**config.mk**
```make
export PLATFORM = sky130hd
export DESIGN_NAME = gcd_arbiter
export DESIGN_NICKNAME = d
export VERILOG_FILES = /design/src/rtl/gcd_pkg.sv /design/src/rtl/gcd_arbiter_rr_pick.sv /design/src/rtl/gcd_arbiter.sv
export SDC_FILE = /design/constraint.sdc
export NUM_CORES = 1
export LEC_CHECK = 0
export ABC_AREA = 1
export ABC_CLOCK_PERIOD_IN_PS = 2650
export CAP_MARGIN = 10
export CORE_UTILIZATION = 40
export DETAILED_ROUTE_END_ITERATION = 6
export GPL_TIMING_DRIVEN = 0
export PLACE_DENSITY = 0.75
export REMOVE_ABC_BUFFERS = 1
export SLEW_MARGIN = 0
export SYNTH_ARGS = -nofsm -noshare
export SYNTH_HDL_FRONTEND = slang
export SYNTH_SLANG_ARGS = --single-unit
```
**constraint.sdc**
```tcl
create_clock -name i_clock -period 2.65 [get_ports i_clock]
set_input_delay 0.53 -clock i_clock [delete_from_list [all_inputs] [get_ports i_clock]]
set_output_delay 0.53 -clock i_clock [all_outputs]
set_load 0.02 [all_outputs]
```
**src/rtl/gcd_pkg.sv**
```systemverilog
// rtl/gcd_pkg.sv - shared types and default sizes for the GCD arbiter
package gcd_pkg;
  typedef enum logic [1:0] {IDLE, CLEAR, RUN, RESP} state_t;

  localparam int DEF_NREQ  = 4;
  localparam int DEF_WIDTH = 8;
  localparam int IDX_W     = $clog2(DEF_NREQ);
endpackage

```
**src/rtl/gcd_arbiter_rr_pick.sv**
```systemverilog
// rtl/gcd_arbiter_rr_pick.sv - combinational round-robin selector
// Scans upward from i_ptr+1; the pointer's own slot has the lowest priority.
module rr_pick #(
  parameter int NREQ = 4,
  parameter int IW   = 2
) (
  input  logic [NREQ-1:0] i_req,
  input  logic [IW-1:0]   i_ptr,
  output logic [NREQ-1:0] o_grant,
  output logic [IW-1:0]   o_idx,
  output logic            o_valid
);
  int            w_cand;
  logic [IW-1:0] w_ci;

  always_comb begin
    o_grant = '0;
    o_idx   = '0;
    o_valid = 1'b0;
    w_cand  = 0;
    w_ci    = '0;
    // Walk from farthest to nearest so the nearest set bit is assigned last.
    for (int k = NREQ; k >= 1; k--) begin
      w_cand = (int'(i_ptr) + k) % NREQ;
      w_ci   = IW'(w_cand);
      if (i_req[w_ci]) begin
        o_grant       = '0;
        o_grant[w_ci] = 1'b1;
        o_idx         = w_ci;
        o_valid       = 1'b1;
      end
    end
  end
endmodule

```
**src/rtl/gcd_arbiter.sv**
```systemverilog
// rtl/gcd_arbiter.sv - round-robin sharing of one GCD engine between NREQ requesters
// Optional RUN timeout enabled by defining GCD_ARB_TIMEOUT_EN.
module gcd_arbiter
  import gcd_pkg::*;
#(
  parameter int NREQ    = DEF_NREQ,
  parameter int WIDTH   = DEF_WIDTH,
  parameter int TIMEOUT = 255
) (
  input  logic                  i_clock,
  input  logic                  i_reset,
  input  logic [NREQ-1:0]       i_req,
  input  logic [NREQ*WIDTH-1:0] i_num0,
  input  logic [NREQ*WIDTH-1:0] i_num1,
  output logic [NREQ-1:0]       o_ack,
  output logic [NREQ-1:0]       o_done,
  output logic [WIDTH-1:0]      o_result,
  output logic                  o_err,
  output logic                  o_busy,
  output logic                  o_eng_clear,
  output logic                  o_eng_start,
  output logic [WIDTH-1:0]      o_eng_num0,
  output logic [WIDTH-1:0]      o_eng_num1,
  input  logic [WIDTH-1:0]      i_eng_greatest,
  input  logic                  i_eng_success
);
  localparam int IW = (NREQ > 1) ? $clog2(NREQ) : 1;
  localparam logic [NREQ-1:0] ONE = NREQ'(1);

  state_t            r_state;
  logic [IW-1:0]     r_ptr, r_idx;
  logic [WIDTH-1:0]  r_num0, r_num1, r_result;
  logic [NREQ-1:0]   r_ack, r_done;
  logic              r_err, r_busy, r_eng_clear, r_eng_start;

  logic [NREQ-1:0]   w_grant;
  logic [IW-1:0]     w_idx;
  logic              w_valid;
  logic [WIDTH-1:0]  w_sel0, w_sel1;

`ifdef GCD_ARB_TIMEOUT_EN
  localparam int CW = $clog2(TIMEOUT + 1);
  logic [CW-1:0]     r_cnt;
`else
  logic              w_unused_timeout;
  assign w_unused_timeout = (TIMEOUT != 0);
`endif

  rr_pick #(.NREQ(NREQ), .IW(IW)) u_pick (
    .i_req   (i_req),
    .i_ptr   (r_ptr),
    .o_grant (w_grant),
    .o_idx   (w_idx),
    .o_valid (w_valid)
  );

  assign w_sel0 = i_num0[w_idx*WIDTH +: WIDTH];
  assign w_sel1 = i_num1[w_idx*WIDTH +: WIDTH];

  always_ff @(posedge i_clock or posedge i_reset) begin
    if (i_reset) begin
      r_state     <= IDLE;
      r_ptr       <= IW'(NREQ - 1);
      r_idx       <= '0;
      r_num0      <= '0;
      r_num1      <= '0;
      r_result    <= '0;
      r_ack       <= '0;
      r_done      <= '0;
      r_err       <= 1'b0;
      r_busy      <= 1'b0;
      r_eng_clear <= 1'b1;
      r_eng_start <= 1'b0;
`ifdef GCD_ARB_TIMEOUT_EN
      r_cnt       <= '0;
`endif
    end else begin
      r_ack       <= '0;
      r_eng_clear <= 1'b0;
      case (r_state)
        IDLE: begin
          r_done   <= '0;
          r_err    <= 1'b0;
          r_result <= '0;
          if (w_valid) begin
            r_idx  <= w_idx;
            r_ptr  <= w_idx;
            r_num0 <= w_sel0;
            r_num1 <= w_sel1;
            r_ack  <= w_grant;
            r_busy <= 1'b1;
            // gcd(0,x) = x: answer directly and leave the engine idle
            if (w_sel0 == '0 || w_sel1 == '0) begin
              r_result <= w_sel0 | w_sel1;
              r_state  <= RESP;
            end else begin
              r_eng_clear <= 1'b1;
              r_state     <= CLEAR;
            end
          end
        end
        CLEAR: begin
          r_eng_start <= 1'b1;
          r_state     <= RUN;
`ifdef GCD_ARB_TIMEOUT_EN
          r_cnt       <= '0;
`endif
        end
        RUN: begin
          if (i_eng_success) begin
            r_result    <= i_eng_greatest;
            r_done      <= ONE << r_idx;
            r_eng_start <= 1'b0;
            r_state     <= RESP;
          end
`ifdef GCD_ARB_TIMEOUT_EN
          else if (r_cnt == CW'(TIMEOUT - 1)) begin
            r_result    <= '0;
            r_err       <= 1'b1;
            r_done      <= ONE << r_idx;
            r_eng_start <= 1'b0;
            r_state     <= RESP;
          end else begin
            r_cnt <= r_cnt + 1'b1;
          end
`endif
        end
        RESP: begin
          // Zero-operand jobs arrive here with done still clear and spend one extra cycle.
          if (r_done == '0) begin
            r_done <= ONE << r_idx;
          end else begin
            r_done   <= '0;
            r_err    <= 1'b0;
            r_result <= '0;
            r_busy   <= 1'b0;
            r_state  <= IDLE;
          end
        end
        default: r_state <= IDLE;
      endcase
    end
  end

  assign o_ack       = r_ack;
  assign o_done      = r_done;
  assign o_result    = r_result;
`ifdef GCD_ARB_TIMEOUT_EN
  assign o_err       = r_err;
`else
  assign o_err       = 1'b0;
`endif
  assign o_busy      = r_busy;
  assign o_eng_clear = r_eng_clear;
  assign o_eng_start = r_eng_start;
  assign o_eng_num0  = r_num0;
  assign o_eng_num1  = r_num1;
endmodule

```
==> impl_results.md, run 1 <==
* Root Buffer: clkbuf_8
* DIE WIDTH at 86.3 um
* Setup TNS at -0.190 ns
* Final GP Congestion at 0.846
* Synth Instances at 394
* Crit path max fanout at 8
* Worst hold margin at a little under 0.5 ns
* Yosys cell types at 27
* Die area at roughly 7400 sq um
* Worst Setup Start Kind: flip-flop
* R2r setup slk at -0.04 ns
* Cell depth of the worst flop-to-flop path at 18
* Post-DP HPWL at 6.14 mm
* Worst Max-Slew Pin Slew at between 0.8 and 0.9 ns
* Failing checks: setup timing
* Flops & latches, synth at 41
* H-tree depth at 2
* Period utilisation layout at 102%
* Area contributors post-synth: dfrtp_1 33%, nand2_1 15%, nand3_1 13%, ha_1 5.3%, o21ai_0 4.1%
* Synthesized area at 2840 sq um
* Share of cells above drive strength 1 at 32.3%
* Post-Place Cells at 587
* WHS Endpoint: o_eng_num1[6]$_DFFE_PP0P_
* Hold Crit Class: reg -> reg
* Vias in the first global route at 3329
* GRT Overall Usage at 29.0%
* WP data arrival at 2.93 ns
* RSZ-0062 raised after global routing: yes
* Synth warn at 0
* Routed len/inst at 17.9 um
* Area grow syn2layout at 80.7%
* Ant diodes at 0
* Largest net degree at the start of global routing at between 40 and 50
* # setup viols final at 8
* Most common cell after layout, fill and taps aside: clkdlybuf4s50_1
* Max Cap Viol at 0
* Row count at 30
* Place WS at -1.09 ns
* First-pass GRT wire length at 16.3 mm
* Yosys top cell by area: dfrtp_1
* Final Max Slew Viols at 0
* Slew HR at 40.9%
* Req. time, crit path at between 2 and 3 ns
* Antenna-violating nets left at 0
* Via count at approximately 3500
* Die Ht at 86.3 um
* Port Buf Inserts at 113
* Share of the synthesized area in the top cell type at 33.5%
* Num Clock Sinks at 41
* Fin. Hold Viols at 0
* # DRC at 0
* Worst-skew pair later-pin latency at 0.30 ns
* Hold Path Depth at 2
* Filler instances at 488
* DRT Wirelength at 11.6 mm
* Post-Layout Cell Count at 647
* RR Endpoint: o_result[1]$_DFFE_PP0P_
* Initial antenna violation count at 0
* 1st-iter DRT viols at 229
* Post-route minimum period at about 2.7 ns
* Status: finished with violations
* Syn avg cell area at 7.21 sq um
* Maximum clock rate at approximately 370 MHz
* Core Region at 6830 sq um
* DR pass1 iterations at 5
* Clock transition at path regs at ~0.08 ns
* Reg-to-Reg Start: r_ptr[0]$_DFFE_PP1P_
* Worst hold start: o_eng_num1[6]$_DFFE_PP0P_
* Clock tree buffer depth at 2
* Kind of critical path: reg -> reg
* Vias per inst at 5.39
* Nets at between 600 and 700
* IO Pins at approximately 120
* TritonCTS buffer count at 5
* Most frequent cells in the layout: 113 x clkdlybuf4s50_1, 80 x nand2_1, 41 x nand3_1, 39 x nand2_2, 38 x dfrtp_1
* Worst setup margin at -0.0432 ns
* CTS tree: built
* Worst clock skew at 0.00381 ns
* Sequential area share after synthesis at a little over a third
* Grt total ovfl at 0
* Worst Setup End Kind: flip-flop
* Initial core utilization at 41.6%
registers in the layout, summed over array words and instances, names as in the netlist, 2 cells and up:
signal      count
o_result        8
r_state         2
o_eng_num0      8
o_ack           4
r_idx           2
o_done          4
o_eng_num1      8
r_ptr           2
layout make-up:
class | instances | area, sq um | share of cell area (%)
clock buffer | 5 | 68.8 | 1.34
clock inverter | 2 | 35.0 | 0.682
inverter | 30 | 146 | 2.85
multi-input combinational | 317 | 2180 | 42.5
sequential | 41 | 1030 | 20.1
tap | 96 | 120 | 2.34
timing repair buffer | 154 | 1530 | 29.8
timing repair inverter | 2 | 25.0 | 0.487
metrics by stage:
stage,utilization [%],instance area [sq um]
after global routing,75.1,5130
final,75.1,5130
after CTS,69.0,4720
after floorplan,-,2740
after global placement,58.4,3990
after detailed placement,58.4,3990
worst max-delay path: stages, from the launching register on:
cell and delay (ns):
dfstp_2 0.60, inv_8 0.04, ha_4 0.27, inv_4 0.08
nand3_2 0.09, nand2_4 0.12, nand2_8 0.08, nand3_4 0.17
buf_12 0.15, nand2_8 0.08, nand2_1 0.10, nand3_2 0.08
nand2_2 0.08, nand2_1 0.08, nor2_2 0.16, nand2_4 0.11
nand2_4 0.12, nand2_2 0.07, a21oi_2 0.12
layer usage:
metal	share of wire, %	up-vias	track usage (%)
met4	2.5	0	7.27
met1	40	1658	35.2
met3	8.2	27	6.19
li1	-	1634	-
met5	0	-	0
met2	49	170	52.2
cell usage after synthesis:
library cell,number
ha_1,12
nand3_1,74
conb_1,1
clkbuf_1,3
nand2_1,113
o21ai_0,23
dfrtp_1,38
nor2_4,1
buf_4,3
inv_1,24
nand3_2,3
nor2_1,20
o21ai_1,1
o22ai_1,8
inv_2,5
buf_6,3
a311oi_1,4
a21oi_2,8
nand2_4,4
nor3_1,1
inv_4,1
a21oi_1,18
nand2_2,14
dfstp_2,3
buf_2,7
nand2_8,1
nor2_2,1
cells by family after synthesis:
logic type                 after synthesis  share of synthesized area [%]
buffers and inverters                   46                           7.66
adders and majority gates               12                           5.28
DFF                                     41                           36.2
other                                    1                          0.132
AOI/OAI and AO/OA                       62                           12.9
and+or+nand+nor                        232                           37.8
worst max-delay path by stage:
stage | start | to | slack (ns) | depth (start not counted)
global placement | r_ptr[0]$_DFFE_PP1P_ | r_state[1]$_DFFE_PP0P_ | -0.98 | 17
global route | r_ptr[0]$_DFFE_PP1P_ | o_result[0]$_DFFE_PP0P_ | -0.19 | 18
finish | r_ptr[0]$_DFFE_PP1P_ | o_result[1]$_DFFE_PP0P_ | -0.04 | 18
CTS | r_ptr[0]$_DFFE_PP1P_ | r_state[1]$_DFFE_PP0P_ | -0.01 | 19
detailed placement | r_ptr[0]$_DFFE_PP1P_ | r_state[1]$_DFFE_PP0P_ | -1.09 | 17
floorplan | r_ptr[0]$_DFFE_PP1P_ | r_state[1]$_DFFE_PP0P_ | -0.32 | 17
repair_timing:
| item | CTS | global route |
|---|---|---|
| cloned | 8 | 5 |
| endpoints found under the setup margin | 32 | 30 |
| resized for setup | 55 | 65 |
| setup buffers | 31 | 11 |
| pin swaps | 37 | 47 |
| hold buffers | 0 | 0 |
Power of run 1 is not shown: default switching activity piles up to over one toggle a cycle in this logic, so the estimate is an artifact.
==> run 2, diff against run 1 <==
Settings changed: CTS_CLUSTER_SIZE from default to 25.
==> results of run 2 <==
The final DEF is identical to that of run 1; final timing and power are the same.
Power of run 2 is left out for the same reason.
==> run 3, diff against run 2 <==
Settings changed: CORE_MARGIN from default to 2.
==> impl_results.md, run 3 (synthesis gave the netlist of run 1 again) <==
* Status: finished with violations
* Failing checks: setup timing
* GRT Overall Usage at about a quarter
* Initial antenna violation count at 0
* Via count at around 3300
* RSZ-0062 raised after global routing: yes
* TritonCTS buffer count at 5
* # setup viols final at 8
* Hold buffers post-CTS at 0
* Slew HR at 42.8%
* Fin. Hold Viols at 0
* WP data arrival at between 2 and 3 ns
* IO Pins at 115
* Die Ht at 88.3 um
* Antenna-violating nets left at 0
* Req. time, crit path at between 2 and 3 ns
* Grt total ovfl at 0
* H-tree depth at 2
* Worst Max-Slew Pin Slew at 0.857 ns
* Ant diodes at 0
* DIE WIDTH at a little under 90 um
* CTS tree: built
* Critical path's largest stage delay at 0.59 ns
* Post-DP HPWL at 6.15 mm
* Period utilisation layout at 101%
* Routed len/inst at 17.3 um
* Clock tree buffer depth at 2
* Num Clock Sinks at 41
* Port Buf Inserts at ~110
* Kind of critical path: reg -> reg
* Share of cells above drive strength 1 at between 20% and 30%
* Setup TNS at -0.0990 ns
* DR pass1 iterations at 4
* Nets at 624
* Worst Setup Start Kind: flip-flop
* Worst clock skew at 0.00736 ns
* Crit path max fanout at 8
* Die area at just under 8000 sq um
* Worst path slowest cell: dfstp_2
* Worst-skew pair later-pin latency at around 0.29 ns
* Initial core utilization at 41.6%
* 1st-iter DRT viols at 189
* Vias per inst at 5.30
* First-pass GRT wire length at 15.6 mm
* Worst setup margin at -0.0321 ns
* Clock transition at path regs at ~0.08 ns
* Final Max Slew Viols at 0
* Area grow syn2layout at 73.8%
* # DRC at 0
* Post-route minimum period at 2.68 ns
* Vias in the first global route at 3252
* Max Cap Viol at 0
* Final GP Congestion at 0.814
* Worst Setup End Kind: flip-flop
* Largest net degree at the start of global routing at 42
* Hold Crit Class: reg -> reg
* Most common cell after layout, fill and taps aside: clkdlybuf4s50_1
* Maximum clock rate at 373 MHz
* Worst-path cell chain: inv_8 > ha_4 > inv_4 > nand3_1 > nand2_2 > nand2_4 > nand3_4 > buf_12 > nand2_8 > nand2_1 > nand3_2 > nand2_2 > nand2_1 > nor2_2 > nand2_4 > nand2_4 > nand2_2 > a21oi_2
* Root Buffer: clkbuf_8
* Core Region at 6830 sq um
* Row count at 30
* DRT Wirelength at 10.9 mm
* Most frequent cells in the layout: 113 x clkdlybuf4s50_1, 79 x nand2_1, 46 x nand3_1, 42 x nand2_2, 38 x dfrtp_1
## run 3: final timing paths
path	end	slack, ns	startpoint	cells past startpoint
setup / recovery	o_result[4]$_DFFE_PP0P_	-0.03	r_ptr[0]$_DFFE_PP1P_	18
hold / removal	o_eng_num1[7]$_DFFE_PP0P_	0.50	o_eng_num1[7]$_DFFE_PP0P_	2
setup reg to reg	o_result[4]$_DFFE_PP0P_	-0.03	r_ptr[0]$_DFFE_PP1P_	18
hold reg to reg	o_eng_num1[7]$_DFFE_PP0P_	0.50	o_eng_num1[7]$_DFFE_PP0P_	2
max in group asynchronous	o_eng_num1[2]$_DFFE_PP0P_	1.39	i_reset	2
min in group asynchronous	o_ack[0]$_DFF_PP0_	0.72	i_reset	2
## run 3: stage by stage
stage | cell area (sq um) | utilization, % | setup slack, ns | instances | hold slack (ns)
floorplan | 2740 | - | -0.318 | 378 | 0.459
global placement | 3990 | 58.4 | -0.958 | 587 | 0.466
detailed placement | 3990 | 58.4 | -1.07 | 587 | 0.473
CTS | 4520 | 66.2 | -0.00473 | 618 | 0.494
global route | 4940 | 72.3 | -0.171 | 630 | 0.509
finish | 4940 | 72.3 | -0.0321 | 630 | 0.496
## run 3: layout make-up
type                       count  area [sq um]
multi-input combinational    315          2090
fill                         537          1890
timing repair buffer         140          1450
sequential                    41          1030
inverter                      30           143
tap                           96           120
clock buffer                   7          96.3
clock inverter                 1          5.00
## run 3: what timing repair did
| action | CTS | global route |
|---|---|---|
| setup endpoints to repair | 33 | 30 |
| cloned | 7 | 2 |
| buffers inserted | 16 | 10 |
| gates resized for setup | 40 | 68 |
| pin swaps | 28 | 39 |
## run 3: worst max-delay path: cells and delay by family, from the launching register on
| kind | cells | cell delay (ns) |
|---|---|---|
| DFF | 1 | 0.59 |
| adders and majority gates | 1 | 0.27 |
| buffers and inverters | 3 | 0.30 |
| and+or+nand+nor | 13 | 1.36 |
| AOI/OAI and AO/OA | 1 | 0.11 |
## run 3: routing by layer
metal  global-route usage [%]  part of all wire, %  vias to the layer above
met1                     32.1                   39                     1601
met5                        0                    0                        -
met2                     48.3                   50                      124
met3                     5.60                  8.7                       18
met4                     4.68                  2.1                        0
li1                         -                    -                     1598
Power of run 3 is left out for the same reason.
